### src/rtl/alu_ctrl_sequencer_pkg.sv
// Shared types for the ALU control sequencer: FSM state encoding, opcode
// class boundaries and the opcode class decode.
package alu_ctrl_sequencer_pkg;

    typedef enum logic [2:0] {
        StIdle,
        StT0,
        StT1,
        StT2,
        StT3,
        StT4,
        StT5,
        StT6
    } state_e;

    typedef enum logic [1:0] {
        ClsIllegal,
        ClsR3,
        ClsImm,
        ClsHilo
    } opc_class_e;

    localparam int unsigned OpcR3Lo  = 32'h03;
    localparam int unsigned OpcR3Hi  = 32'h0B;
    localparam int unsigned OpcImmLo = 32'h0C;
    localparam int unsigned OpcImmHi = 32'h0E;
    localparam int unsigned OpcMul   = 32'h0F;
    localparam int unsigned OpcDiv   = 32'h10;

    function automatic opc_class_e opc_class(input int unsigned opc);
        if (opc >= OpcR3Lo && opc <= OpcR3Hi) begin
            return ClsR3;
        end else if (opc >= OpcImmLo && opc <= OpcImmHi) begin
            return ClsImm;
        end else if (opc == OpcMul || opc == OpcDiv) begin
            return ClsHilo;
        end
        return ClsIllegal;
    endfunction

endpackage

### src/rtl/alu_ctrl_sequencer_if.sv
// Control bundle between the sequencer and the datapath it steers.
//   start/mem_ack/ir : requests and status coming from the datapath side
//   *_in/*_out/...   : single-bit datapath strobes
//   reg_in/reg_out   : one-hot register load / bus-drive selects
//   alu_op           : ALU operation, non-zero only while the ALU computes
//   busy/done/err    : sequencer status
// master = sequencer, slave = datapath / stimulus side.
interface alu_ctrl_sequencer_if #(
    parameter int unsigned DATA_W = 32,
    parameter int unsigned NREG   = 16,
    parameter int unsigned OPC_W  = 5
);
    logic              start;
    logic              mem_ack;
    logic [DATA_W-1:0] ir;

    logic              pc_out;
    logic              mar_in;
    logic              inc_pc;
    logic              zlo_in;
    logic              zlo_out;
    logic              zhi_in;
    logic              zhi_out;
    logic              pc_in;
    logic              mdr_read;
    logic              mdr_in;
    logic              mdr_out;
    logic              ir_in;
    logic              y_in;
    logic              c_out;
    logic              hi_in;
    logic              lo_in;
    logic [NREG-1:0]   reg_in;
    logic [NREG-1:0]   reg_out;
    logic [OPC_W-1:0]  alu_op;
    logic              busy;
    logic              done;
    logic              err;

    modport master (
        input  start, mem_ack, ir,
        output pc_out, mar_in, inc_pc, zlo_in, zlo_out, zhi_in, zhi_out, pc_in,
               mdr_read, mdr_in, mdr_out, ir_in, y_in, c_out, hi_in, lo_in,
               reg_in, reg_out, alu_op, busy, done, err
    );

    modport slave (
        output start, mem_ack, ir,
        input  pc_out, mar_in, inc_pc, zlo_in, zlo_out, zhi_in, zhi_out, pc_in,
               mdr_read, mdr_in, mdr_out, ir_in, y_in, c_out, hi_in, lo_in,
               reg_in, reg_out, alu_op, busy, done, err
    );

endinterface

### src/rtl/alu_ctrl_sequencer_reg_sel_decoder.sv
// Register select decoder: turns a register index into a one-hot select.
//   idx_i    : register index (log2(NREG) bits)
//   en_i     : when low the output is all zeros
//   onehot_o : NREG-bit one-hot select
module alu_ctrl_sequencer_reg_sel_decoder #(
    parameter int unsigned NREG = 16,
    localparam int unsigned RW  = $clog2(NREG)
) (
    input  logic [RW-1:0]   idx_i,
    input  logic            en_i,
    output logic [NREG-1:0] onehot_o
);

    always_comb begin
        onehot_o = '0;
        if (en_i) begin
            onehot_o[idx_i] = 1'b1;
        end
    end

endmodule

### src/rtl/alu_ctrl_sequencer.sv
// Microcoded-style control sequencer for a single-bus ALU datapath. One start
// request fetches an instruction (T0..T2) and executes it (T3..T6); all
// strobes are decoded from the state register and the latched instruction.
//   clk    : clock, rising edge
//   reset  : asynchronous, active-high; returns to idle with all outputs low
//   seq_io : control bundle (master side), see alu_ctrl_sequencer_if
module alu_ctrl_sequencer
    import alu_ctrl_sequencer_pkg::*;
#(
    parameter int unsigned DATA_W = 32,
    parameter int unsigned NREG   = 16,
    parameter int unsigned OPC_W  = 5
) (
    input logic                  clk,
    input logic                  reset,
    alu_ctrl_sequencer_if.master seq_io
);

    localparam int unsigned RW     = $clog2(NREG);
    localparam int unsigned OpcLsb = DATA_W - OPC_W;
    localparam int unsigned RaLsb  = OpcLsb - RW;
    localparam int unsigned RbLsb  = RaLsb - RW;
    localparam int unsigned RcLsb  = RbLsb - RW;

    state_e           state_q, state_d;
    logic [OPC_W-1:0] opc_q;
    logic [RW-1:0]    ra_q, rb_q, rc_q;

    opc_class_e       cls_ir;
    opc_class_e       cls_q;
    logic             reg_in_en;
    logic             reg_out_en;
    logic [RW-1:0]    reg_out_idx;

    // T2 must decide legality before the instruction is latched, so it looks
    // at the incoming ir; later states use the latched copy.
    assign cls_ir = opc_class(32'(seq_io.ir[OpcLsb +: OPC_W]));
    assign cls_q  = opc_class(32'(opc_q));

    always_ff @(posedge clk or posedge reset) begin
        if (reset) begin
            state_q <= StIdle;
            opc_q   <= '0;
            ra_q    <= '0;
            rb_q    <= '0;
            rc_q    <= '0;
        end else begin
            state_q <= state_d;
            if (state_q == StT2) begin
                opc_q <= seq_io.ir[OpcLsb +: OPC_W];
                ra_q  <= seq_io.ir[RaLsb +: RW];
                rb_q  <= seq_io.ir[RbLsb +: RW];
                rc_q  <= seq_io.ir[RcLsb +: RW];
            end
        end
    end

    always_comb begin
        state_d         = state_q;
        seq_io.pc_out   = 1'b0;
        seq_io.mar_in   = 1'b0;
        seq_io.inc_pc   = 1'b0;
        seq_io.zlo_in   = 1'b0;
        seq_io.zlo_out  = 1'b0;
        seq_io.zhi_in   = 1'b0;
        seq_io.zhi_out  = 1'b0;
        seq_io.pc_in    = 1'b0;
        seq_io.mdr_read = 1'b0;
        seq_io.mdr_in   = 1'b0;
        seq_io.mdr_out  = 1'b0;
        seq_io.ir_in    = 1'b0;
        seq_io.y_in     = 1'b0;
        seq_io.c_out    = 1'b0;
        seq_io.hi_in    = 1'b0;
        seq_io.lo_in    = 1'b0;
        seq_io.alu_op   = '0;
        seq_io.done     = 1'b0;
        seq_io.err      = 1'b0;
        reg_in_en       = 1'b0;
        reg_out_en      = 1'b0;
        reg_out_idx     = rb_q;

        unique case (state_q)
            StIdle: begin
                if (seq_io.start) begin
                    state_d = StT0;
                end
            end
            StT0: begin
                seq_io.pc_out = 1'b1;
                seq_io.mar_in = 1'b1;
                seq_io.inc_pc = 1'b1;
                seq_io.zlo_in = 1'b1;
                state_d       = StT1;
            end
            StT1: begin
                // Z -> PC is repeated every wait cycle; the value is stable.
                seq_io.mdr_read = 1'b1;
                seq_io.mdr_in   = 1'b1;
                seq_io.zlo_out  = 1'b1;
                seq_io.pc_in    = 1'b1;
                if (seq_io.mem_ack) begin
                    state_d = StT2;
                end
            end
            StT2: begin
                seq_io.mdr_out = 1'b1;
                seq_io.ir_in   = 1'b1;
                if (cls_ir == ClsIllegal) begin
                    seq_io.done = 1'b1;
                    seq_io.err  = 1'b1;
                    state_d     = StIdle;
                end else begin
                    state_d = StT3;
                end
            end
            StT3: begin
                reg_out_en  = 1'b1;
                reg_out_idx = rb_q;
                seq_io.y_in = 1'b1;
                state_d     = StT4;
            end
            StT4: begin
                seq_io.zlo_in = 1'b1;
                seq_io.alu_op = opc_q;
                if (cls_q == ClsImm) begin
                    seq_io.c_out = 1'b1;
                end else begin
                    reg_out_en  = 1'b1;
                    reg_out_idx = rc_q;
                end
                seq_io.zhi_in = (cls_q == ClsHilo);
                state_d       = StT5;
            end
            StT5: begin
                seq_io.zlo_out = 1'b1;
                if (cls_q == ClsHilo) begin
                    seq_io.lo_in = 1'b1;
                    state_d      = StT6;
                end else begin
                    reg_in_en   = 1'b1;
                    seq_io.done = 1'b1;
                    state_d     = StIdle;
                end
            end
            StT6: begin
                seq_io.zhi_out = 1'b1;
                seq_io.hi_in   = 1'b1;
                seq_io.done    = 1'b1;
                state_d        = StIdle;
            end
            default: state_d = StIdle;
        endcase
    end

    assign seq_io.busy = (state_q != StIdle);

    alu_ctrl_sequencer_reg_sel_decoder #(
        .NREG(NREG)
    ) u_reg_in_dec (
        .idx_i   (ra_q),
        .en_i    (reg_in_en),
        .onehot_o(seq_io.reg_in)
    );

    alu_ctrl_sequencer_reg_sel_decoder #(
        .NREG(NREG)
    ) u_reg_out_dec (
        .idx_i   (reg_out_idx),
        .en_i    (reg_out_en),
        .onehot_o(seq_io.reg_out)
    );

endmodule

### src/flat_wrapper.sv
// flat-port wrapper written by rule: the top's interface ports become plain ports
module alu_ctrl_sequencer_flat import alu_ctrl_sequencer_pkg::*;
#(
    parameter int unsigned DATA_W = 32,
    parameter int unsigned NREG   = 16,
    parameter int unsigned OPC_W  = 5
)
  (clk, reset, seq_io_start, seq_io_mem_ack, seq_io_ir, seq_io_pc_out, seq_io_mar_in, seq_io_inc_pc, seq_io_zlo_in, seq_io_zlo_out, seq_io_zhi_in, seq_io_zhi_out, seq_io_pc_in, seq_io_mdr_read, seq_io_mdr_in, seq_io_mdr_out, seq_io_ir_in, seq_io_y_in, seq_io_c_out, seq_io_hi_in, seq_io_lo_in, seq_io_reg_in, seq_io_reg_out, seq_io_alu_op, seq_io_busy, seq_io_done, seq_io_err);
  alu_ctrl_sequencer_if #(.DATA_W(DATA_W), .NREG(NREG), .OPC_W(OPC_W)) seq_io_i ();
  input logic clk;
  input logic reset;
  input wire logic [$bits(seq_io_i.start)-1:0] seq_io_start;
  input wire logic [$bits(seq_io_i.mem_ack)-1:0] seq_io_mem_ack;
  input wire logic [$bits(seq_io_i.ir)-1:0] seq_io_ir;
  output wire logic [$bits(seq_io_i.pc_out)-1:0] seq_io_pc_out;
  output wire logic [$bits(seq_io_i.mar_in)-1:0] seq_io_mar_in;
  output wire logic [$bits(seq_io_i.inc_pc)-1:0] seq_io_inc_pc;
  output wire logic [$bits(seq_io_i.zlo_in)-1:0] seq_io_zlo_in;
  output wire logic [$bits(seq_io_i.zlo_out)-1:0] seq_io_zlo_out;
  output wire logic [$bits(seq_io_i.zhi_in)-1:0] seq_io_zhi_in;
  output wire logic [$bits(seq_io_i.zhi_out)-1:0] seq_io_zhi_out;
  output wire logic [$bits(seq_io_i.pc_in)-1:0] seq_io_pc_in;
  output wire logic [$bits(seq_io_i.mdr_read)-1:0] seq_io_mdr_read;
  output wire logic [$bits(seq_io_i.mdr_in)-1:0] seq_io_mdr_in;
  output wire logic [$bits(seq_io_i.mdr_out)-1:0] seq_io_mdr_out;
  output wire logic [$bits(seq_io_i.ir_in)-1:0] seq_io_ir_in;
  output wire logic [$bits(seq_io_i.y_in)-1:0] seq_io_y_in;
  output wire logic [$bits(seq_io_i.c_out)-1:0] seq_io_c_out;
  output wire logic [$bits(seq_io_i.hi_in)-1:0] seq_io_hi_in;
  output wire logic [$bits(seq_io_i.lo_in)-1:0] seq_io_lo_in;
  output wire logic [$bits(seq_io_i.reg_in)-1:0] seq_io_reg_in;
  output wire logic [$bits(seq_io_i.reg_out)-1:0] seq_io_reg_out;
  output wire logic [$bits(seq_io_i.alu_op)-1:0] seq_io_alu_op;
  output wire logic [$bits(seq_io_i.busy)-1:0] seq_io_busy;
  output wire logic [$bits(seq_io_i.done)-1:0] seq_io_done;
  output wire logic [$bits(seq_io_i.err)-1:0] seq_io_err;
  assign seq_io_i.start = seq_io_start;
  assign seq_io_i.mem_ack = seq_io_mem_ack;
  assign seq_io_i.ir = seq_io_ir;
  assign seq_io_pc_out = seq_io_i.pc_out;
  assign seq_io_mar_in = seq_io_i.mar_in;
  assign seq_io_inc_pc = seq_io_i.inc_pc;
  assign seq_io_zlo_in = seq_io_i.zlo_in;
  assign seq_io_zlo_out = seq_io_i.zlo_out;
  assign seq_io_zhi_in = seq_io_i.zhi_in;
  assign seq_io_zhi_out = seq_io_i.zhi_out;
  assign seq_io_pc_in = seq_io_i.pc_in;
  assign seq_io_mdr_read = seq_io_i.mdr_read;
  assign seq_io_mdr_in = seq_io_i.mdr_in;
  assign seq_io_mdr_out = seq_io_i.mdr_out;
  assign seq_io_ir_in = seq_io_i.ir_in;
  assign seq_io_y_in = seq_io_i.y_in;
  assign seq_io_c_out = seq_io_i.c_out;
  assign seq_io_hi_in = seq_io_i.hi_in;
  assign seq_io_lo_in = seq_io_i.lo_in;
  assign seq_io_reg_in = seq_io_i.reg_in;
  assign seq_io_reg_out = seq_io_i.reg_out;
  assign seq_io_alu_op = seq_io_i.alu_op;
  assign seq_io_busy = seq_io_i.busy;
  assign seq_io_done = seq_io_i.done;
  assign seq_io_err = seq_io_i.err;
  alu_ctrl_sequencer #(.DATA_W(DATA_W), .NREG(NREG), .OPC_W(OPC_W)) u_core (.clk(clk), .reset(reset), .seq_io(seq_io_i));
endmodule
### config.mk
export PLATFORM = sky130hd
export DESIGN_NAME = alu_ctrl_sequencer_flat
export DESIGN_NICKNAME = d
export VERILOG_FILES = /design/src/rtl/alu_ctrl_sequencer_pkg.sv /design/src/rtl/alu_ctrl_sequencer_if.sv /design/src/rtl/alu_ctrl_sequencer_reg_sel_decoder.sv /design/src/rtl/alu_ctrl_sequencer.sv /design/src/flat_wrapper.sv
export SDC_FILE = /design/constraint.sdc
export NUM_CORES = 1
export LEC_CHECK = 0
export ABC_AREA = 1
export BUFFER_PORTS_ARGS = -buffer_cell sky130_fd_sc_hd__buf_4
export CAP_MARGIN = 20
export CELL_PAD_IN_SITES_DETAIL_PLACEMENT = 0
export CELL_PAD_IN_SITES_GLOBAL_PLACEMENT = 1
export CORE_UTILIZATION = 29
export CTS_BUF_LIST = sky130_fd_sc_hd__clkbuf_8
export DETAILED_ROUTE_END_ITERATION = 10
export PLACE_DENSITY = 0.83
export SLEW_MARGIN = 30
export SYNTH_ARGS = -nofsm -noshare
export SYNTH_HDL_FRONTEND = slang
export SYNTH_HIERARCHICAL = 1
export SYNTH_SLANG_ARGS = --single-unit
### constraint.sdc
create_clock -name clk -period 3.2 [get_ports clk]
set_input_delay 0.16 -clock clk [delete_from_list [all_inputs] [get_ports clk]]
set_output_delay 0.16 -clock clk [all_outputs]
set_load 0.005 [all_outputs]
**Word level (Yosys, flattened, before mapping)**

Cells that the tools add are included.

- Output and inout bits: 56
- Bits in writable memories: 0
- Memory bits (read-only): 0
- Memories kept: 0
- Input port bits: 36
- Latch bits: 0
- Word-level logic and storage cells: 93
- Register bits after elaboration: 20

- $lt $le $gt $ge: 12
- Equal/unequal tests: 15
- Bitwise operators: 0
- Multipliers: 0
- Reductions and logical operators: 14
- Add/sub/neg operators: 0
- Multiplexer cells: 47
- Shifts and indexed selects: 0
- Divide/modulo/power cells: 0

Operator list:

| cell | count |
|---|---|
| $mux W16 | 2 |
| $mux W1 | 25 |
| $pmux W3 S8 | 1 |
| $le A5 B4 Y1 const B | 4 |
| $mux W2 | 8 |
| $eq A3 B3 Y1 const B | 4 |
| $mux W3 | 4 |
| $eq A5 B4 Y1 const B | 2 |
| $eq A5 B5 Y1 const B | 2 |
| $ge A5 B2 Y1 const B | 2 |
| $ge A5 B4 Y1 const B | 2 |
| $lt A4 B5 Y1 const B | 2 |
| $demux W1 S4 | 2 |
| $ge A4 B1 Y1 const B | 2 |
| $mux W4 | 2 |
| $eq A3 B2 Y1 const B | 2 |
| $logic_and A1 B1 Y1 | 6 |
| $mux W5 | 1 |
| $eq A2 B2 Y1 const B | 2 |
| $ne A2 B2 Y1 const B | 2 |
| $reduce_or A2 Y1 | 2 |
| $eq A3 B1 Y1 const B | 1 |
| $logic_not A3 Y1 | 1 |
| $pmux W1 S3 | 1 |
| other kinds (5) | 6 |

**Depth between registers and ports, before layout**

- Word-level depth: 14
- Depth in mapped cells: 9

**Modules after synthesis**

Netlist, hierarchy kept.

Modules (own cells, without submodules):

| module | cells an instance | instances | area an instance (µm²) |
|---|---|---|---|
| alu_ctrl_sequencer | 154 | 1 | 1119.8 |
| alu_ctrl_sequencer_reg_sel_decoder at u_core.u_reg_out_dec | 32 | 1 | 126.4 |
| alu_ctrl_sequencer_reg_sel_decoder at u_core.u_reg_in_dec | 28 | 1 | 110.1 |

**Least setup slack after synthesis**

OpenSTA, ideal clock, no wires.

- Kind: reg-to-output
- From: register u_core.state_q[1]
- To: output port seq_io_reg_out[0]
- Data required time: 3040 ps
- Slack: 1681 ps
- Stages on the path, launching flop included: 8
- Arrival: 1359 ps
- Path through: dfrtp_1 -> inv_1 -> nand2_2 -> nor2_4 -> nand2_2 -> o21ai_0 -> nand3_1 -> nor2_1

- Elaborated cells between the ends (all ways): 10
- Those cells by class: order compare: 2; eq/ne: 2; mux: 5; reduce/logical: 1

RTL lines:

| what | RTL line | source |
|---|---|---|
| start: declaration | alu_ctrl_sequencer.sv:25 | `state_e state_q, state_d;` |
| start signal: assignment | alu_ctrl_sequencer.sv:42 | `state_q <= StIdle;` |
| start signal: assignment | alu_ctrl_sequencer.sv:48 | `state_q <= state_d;` |
| $eq A3 B3 Y1 | alu_ctrl_sequencer.sv:83 | `unique case (state_q)` |
| $pmux W1 S2 * | alu_ctrl_sequencer.sv:83 |  |
| net u_core.reg_out_en | alu_ctrl_sequencer.sv:32 | `logic reg_out_en;` |
| $mux W16 * | alu_ctrl_sequencer_reg_sel_decoder.sv:16 | `if (en_i) begin` |
| end: declaration | flat_wrapper.sv:32 | `output wire logic [$bits(seq_io_i.reg_out)-1:0] seq_io_reg_out;` |

The timed path passes the listed nets; every way through them passes the cells marked *.

**Worst setup path in the final report**

- From: register u_core.state_q[1]
- To: output port seq_io_reg_out[5]

The elaborated chain is that of the path after synthesis.

==> impl_metrics.yaml <==
status:
  status: "finished clean"
placed_design:
  io_buffers: 76
  dpl.hpwl_um: 2890
  place_congestion: 0.773
  post_dp_cell_area_um2: 1920
cts:
  cts_tree: "done"
  cts_buffers: 3
  post_cts_buffers: 0
  postCtsHoldBufs: 0
  htreeDepth: 1
  clock_tree.buffer_depth: 2
  clk_pin_slew_worst_paths_ns: 0.07
  cts_sinks: 20
  clock_latency_ns: 0.26
  cts_resized: 0
  cts-root-buf: "clkbuf_8"
worst_setup_path:
  critPathLaunchType: "flip-flop"
  crit_fanout: 8
  reg2reg_from: "u_core/state_q[0]$_DFFE_PP0P_"
  critical_path_class: "reg -> out"
  endpoint_kind: "output port"
  cp-startpoint: "u_core/state_q[1]$_DFFE_PP0P_"
  cp.required_ns: 3.04
  cp.arrival_ns: 2.01
grt:
  grt_pass1_wl_um: 6200
  track_usage_pct: 15.2
  overflow: 0
  grt_max_degree: 30
  antenna_found_initial: 0
  grt_pass1_vias: 1385
cells_and_area:
  drive_gt1_share_pct: 32.2
  design_area_um2: 1980
  final_cell_mix: "buf_4 (76), nand2_1 (66), nor2_1 (50), inv_1 (28), dfrtp_1 (20)"
  syn2layout_area_growth_pct: 45.9
  layout_commonest_cell: "buf_4"
  diodes: 0
  fin_nets: 323
synthesis:
  synth_cells: 214
  synth-adder-area-share_pct: 0
  synth_mux_area_share_pct: 0
  ys_seq_area_share_pct: 36.9
  synth_nets: 250
  yosys.area_share.simple_pct: 44.2
  synth_top_area_share_pct: 36.9
  synth_top_area_cell: "dfrtp_1"
  synth_area_leaders: "dfrtp_1 (37%), nand2_1 (18%), nor2_1 (14%)"
  syn_area_per_cell_um2: 6.34
  synth-compound-area-share_pct: 5.90
  synth_area_um2: 1360
  yosys_warnings: 6
  synth_seq_cells: 20
  synth_top_family_by_area: "simple AND/OR/NAND/NOR gates"
  synth-xor-area-share_pct: 0
  ys_types: 14
job:
  timing.max_cap.violations: 0
sta:
  drv_slew: 0
  rsz0062_at_grt: "no"
  setup_viol: 0
  post-route-period-util_pct: 67.7
  finalHoldViolCount: 0
  post-route-min-period_ns: 2.17
  slew_headroom_pct: 48.7
  finClkSkew_ns: 0.000699
  max_slew.worst_pin.slew_ns: 0.768
  fmax_mhz: 461
  setup-tns-final_ns: 0
drt:
  drtIter0Drc: 60
  routedWlPerCell_um: 10.6
  dr_total_vias: 1468
  vias_per_cell: 4.34
  first_pass_iters: 4
  wl_um: 3580
  drt.antenna.violating_nets: 0
  drc: 0
power_and_ir_drop:
  power.density_nw_per_um2: 744
  leakage_nw: 1.12
  ir_drop_mv: 0.268
floorplan:
  dieHeight_um: 70.4
  placement_rows: 24
  core_um2: 4410
  pin_count: 92
  dieArea_um2: 4950
  start_util_pct: 30.7
  dieWidth_um: 70.4
min_path:
  min_path_type: "in -> async"
## sequential cells by signal, summed over array words and instances, names as in the netlist
signal	cells
u_core/rb_q	4
u_core/state_q	3
u_core/ra_q	4
u_core/rc_q	4
u_core/opc_q	5
## worst paths after layout
path	endpoint	depth (start not counted)	slack [ns]
worst min register to register	u_core/rb_q[3]$_DFFE_PP0P_	2	0.48
worst max-delay path	seq_io_reg_out[5]	8	1.03
worst max register to register	u_core/rb_q[2]$_DFFE_PP0P_	5	1.61
min in group clk	u_core/rb_q[1]$_DFFE_PP0P_	3	0.09
max in group asynchronous	u_core/rb_q[2]$_DFFE_PP0P_	2	2.69
worst min-delay path	u_core/ra_q[0]$_DFFE_PP0P_	2	0.04
## layout make-up
type	instances	area, um2
Clock buffer	4	55.1
Multi-Input combinational cell	157	679
Fill cell	478	2430
Sequential cell	20	500
Inverter	29	109
Timing Repair Buffer	76	571
Tap cell	52	65.1
## Yosys cell counts, drive strengths merged
| master | n |
|---|---|
| nand3 | 19 |
| a21oi | 1 |
| nand2 | 71 |
| buf | 8 |
| dfrtp | 20 |
| inv | 29 |
| nor2 | 52 |
| nand3b | 2 |
| o21ai | 12 |
## worst max-delay path, stage by stage (launching register included)
cell	delay (ns)
dfrtp_1	0.45
inv_1	0.14
nand2_2	0.11
nor2_4	0.14
nand2_2	0.14
o21ai_0	0.25
nand3_1	0.24
nor2_1	0.14
buf_4	0.12
## cells by family (layout without fill, tap and decap cells)
logic type	count (synthesis)	in the layout
AND/OR/NAND/NOR	144	144
buffers and inverters	37	109
flip-flops	20	20
AO/OA/AOI/OAI	13	13
## power by group
| part | internal [mW] | switching [mW] | leakage (nW) | total [mW] |
|---|---|---|---|---|
| clock network | 0.110 | 0.0873 | 0.0288 | 0.197 |
| registers | 0.379 | 0.102 | 0.247 | 0.481 |
| logic | 0.315 | 0.481 | 0.839 | 0.796 |
| total | 0.803 | 0.670 | 1.12 | 1.47 |
## per-stage QoR
step                setup WS [ns]  instances  hold slack [ns]  util [%]  total power, mW
detailed placement           1.30        334            0.346      43.6             1.29
global route                0.769        338           0.0902      44.8             1.64
finish                       1.03        338           0.0366      44.8             1.47
global placement             1.32        334            0.345      43.6             1.27
floorplan                    1.68        214            0.124         -             1.05
CTS                         0.995        338           0.0595      44.8             1.49
## layer usage
| layer | track usage [%] | vias to the layer above | share of wire, % |
|---|---|---|---|
| met5 | 0 | - | 0 |
| met3 | 2.60 | 3 | 5.9 |
| met4 | 3.56 | 0 | 0.64 |
| met2 | 25.8 | 45 | 47 |
| met1 | 20.0 | 628 | 47 |
| li1 | - | 792 | - |
No activity file was read; power rests on OpenSTA's default activity.
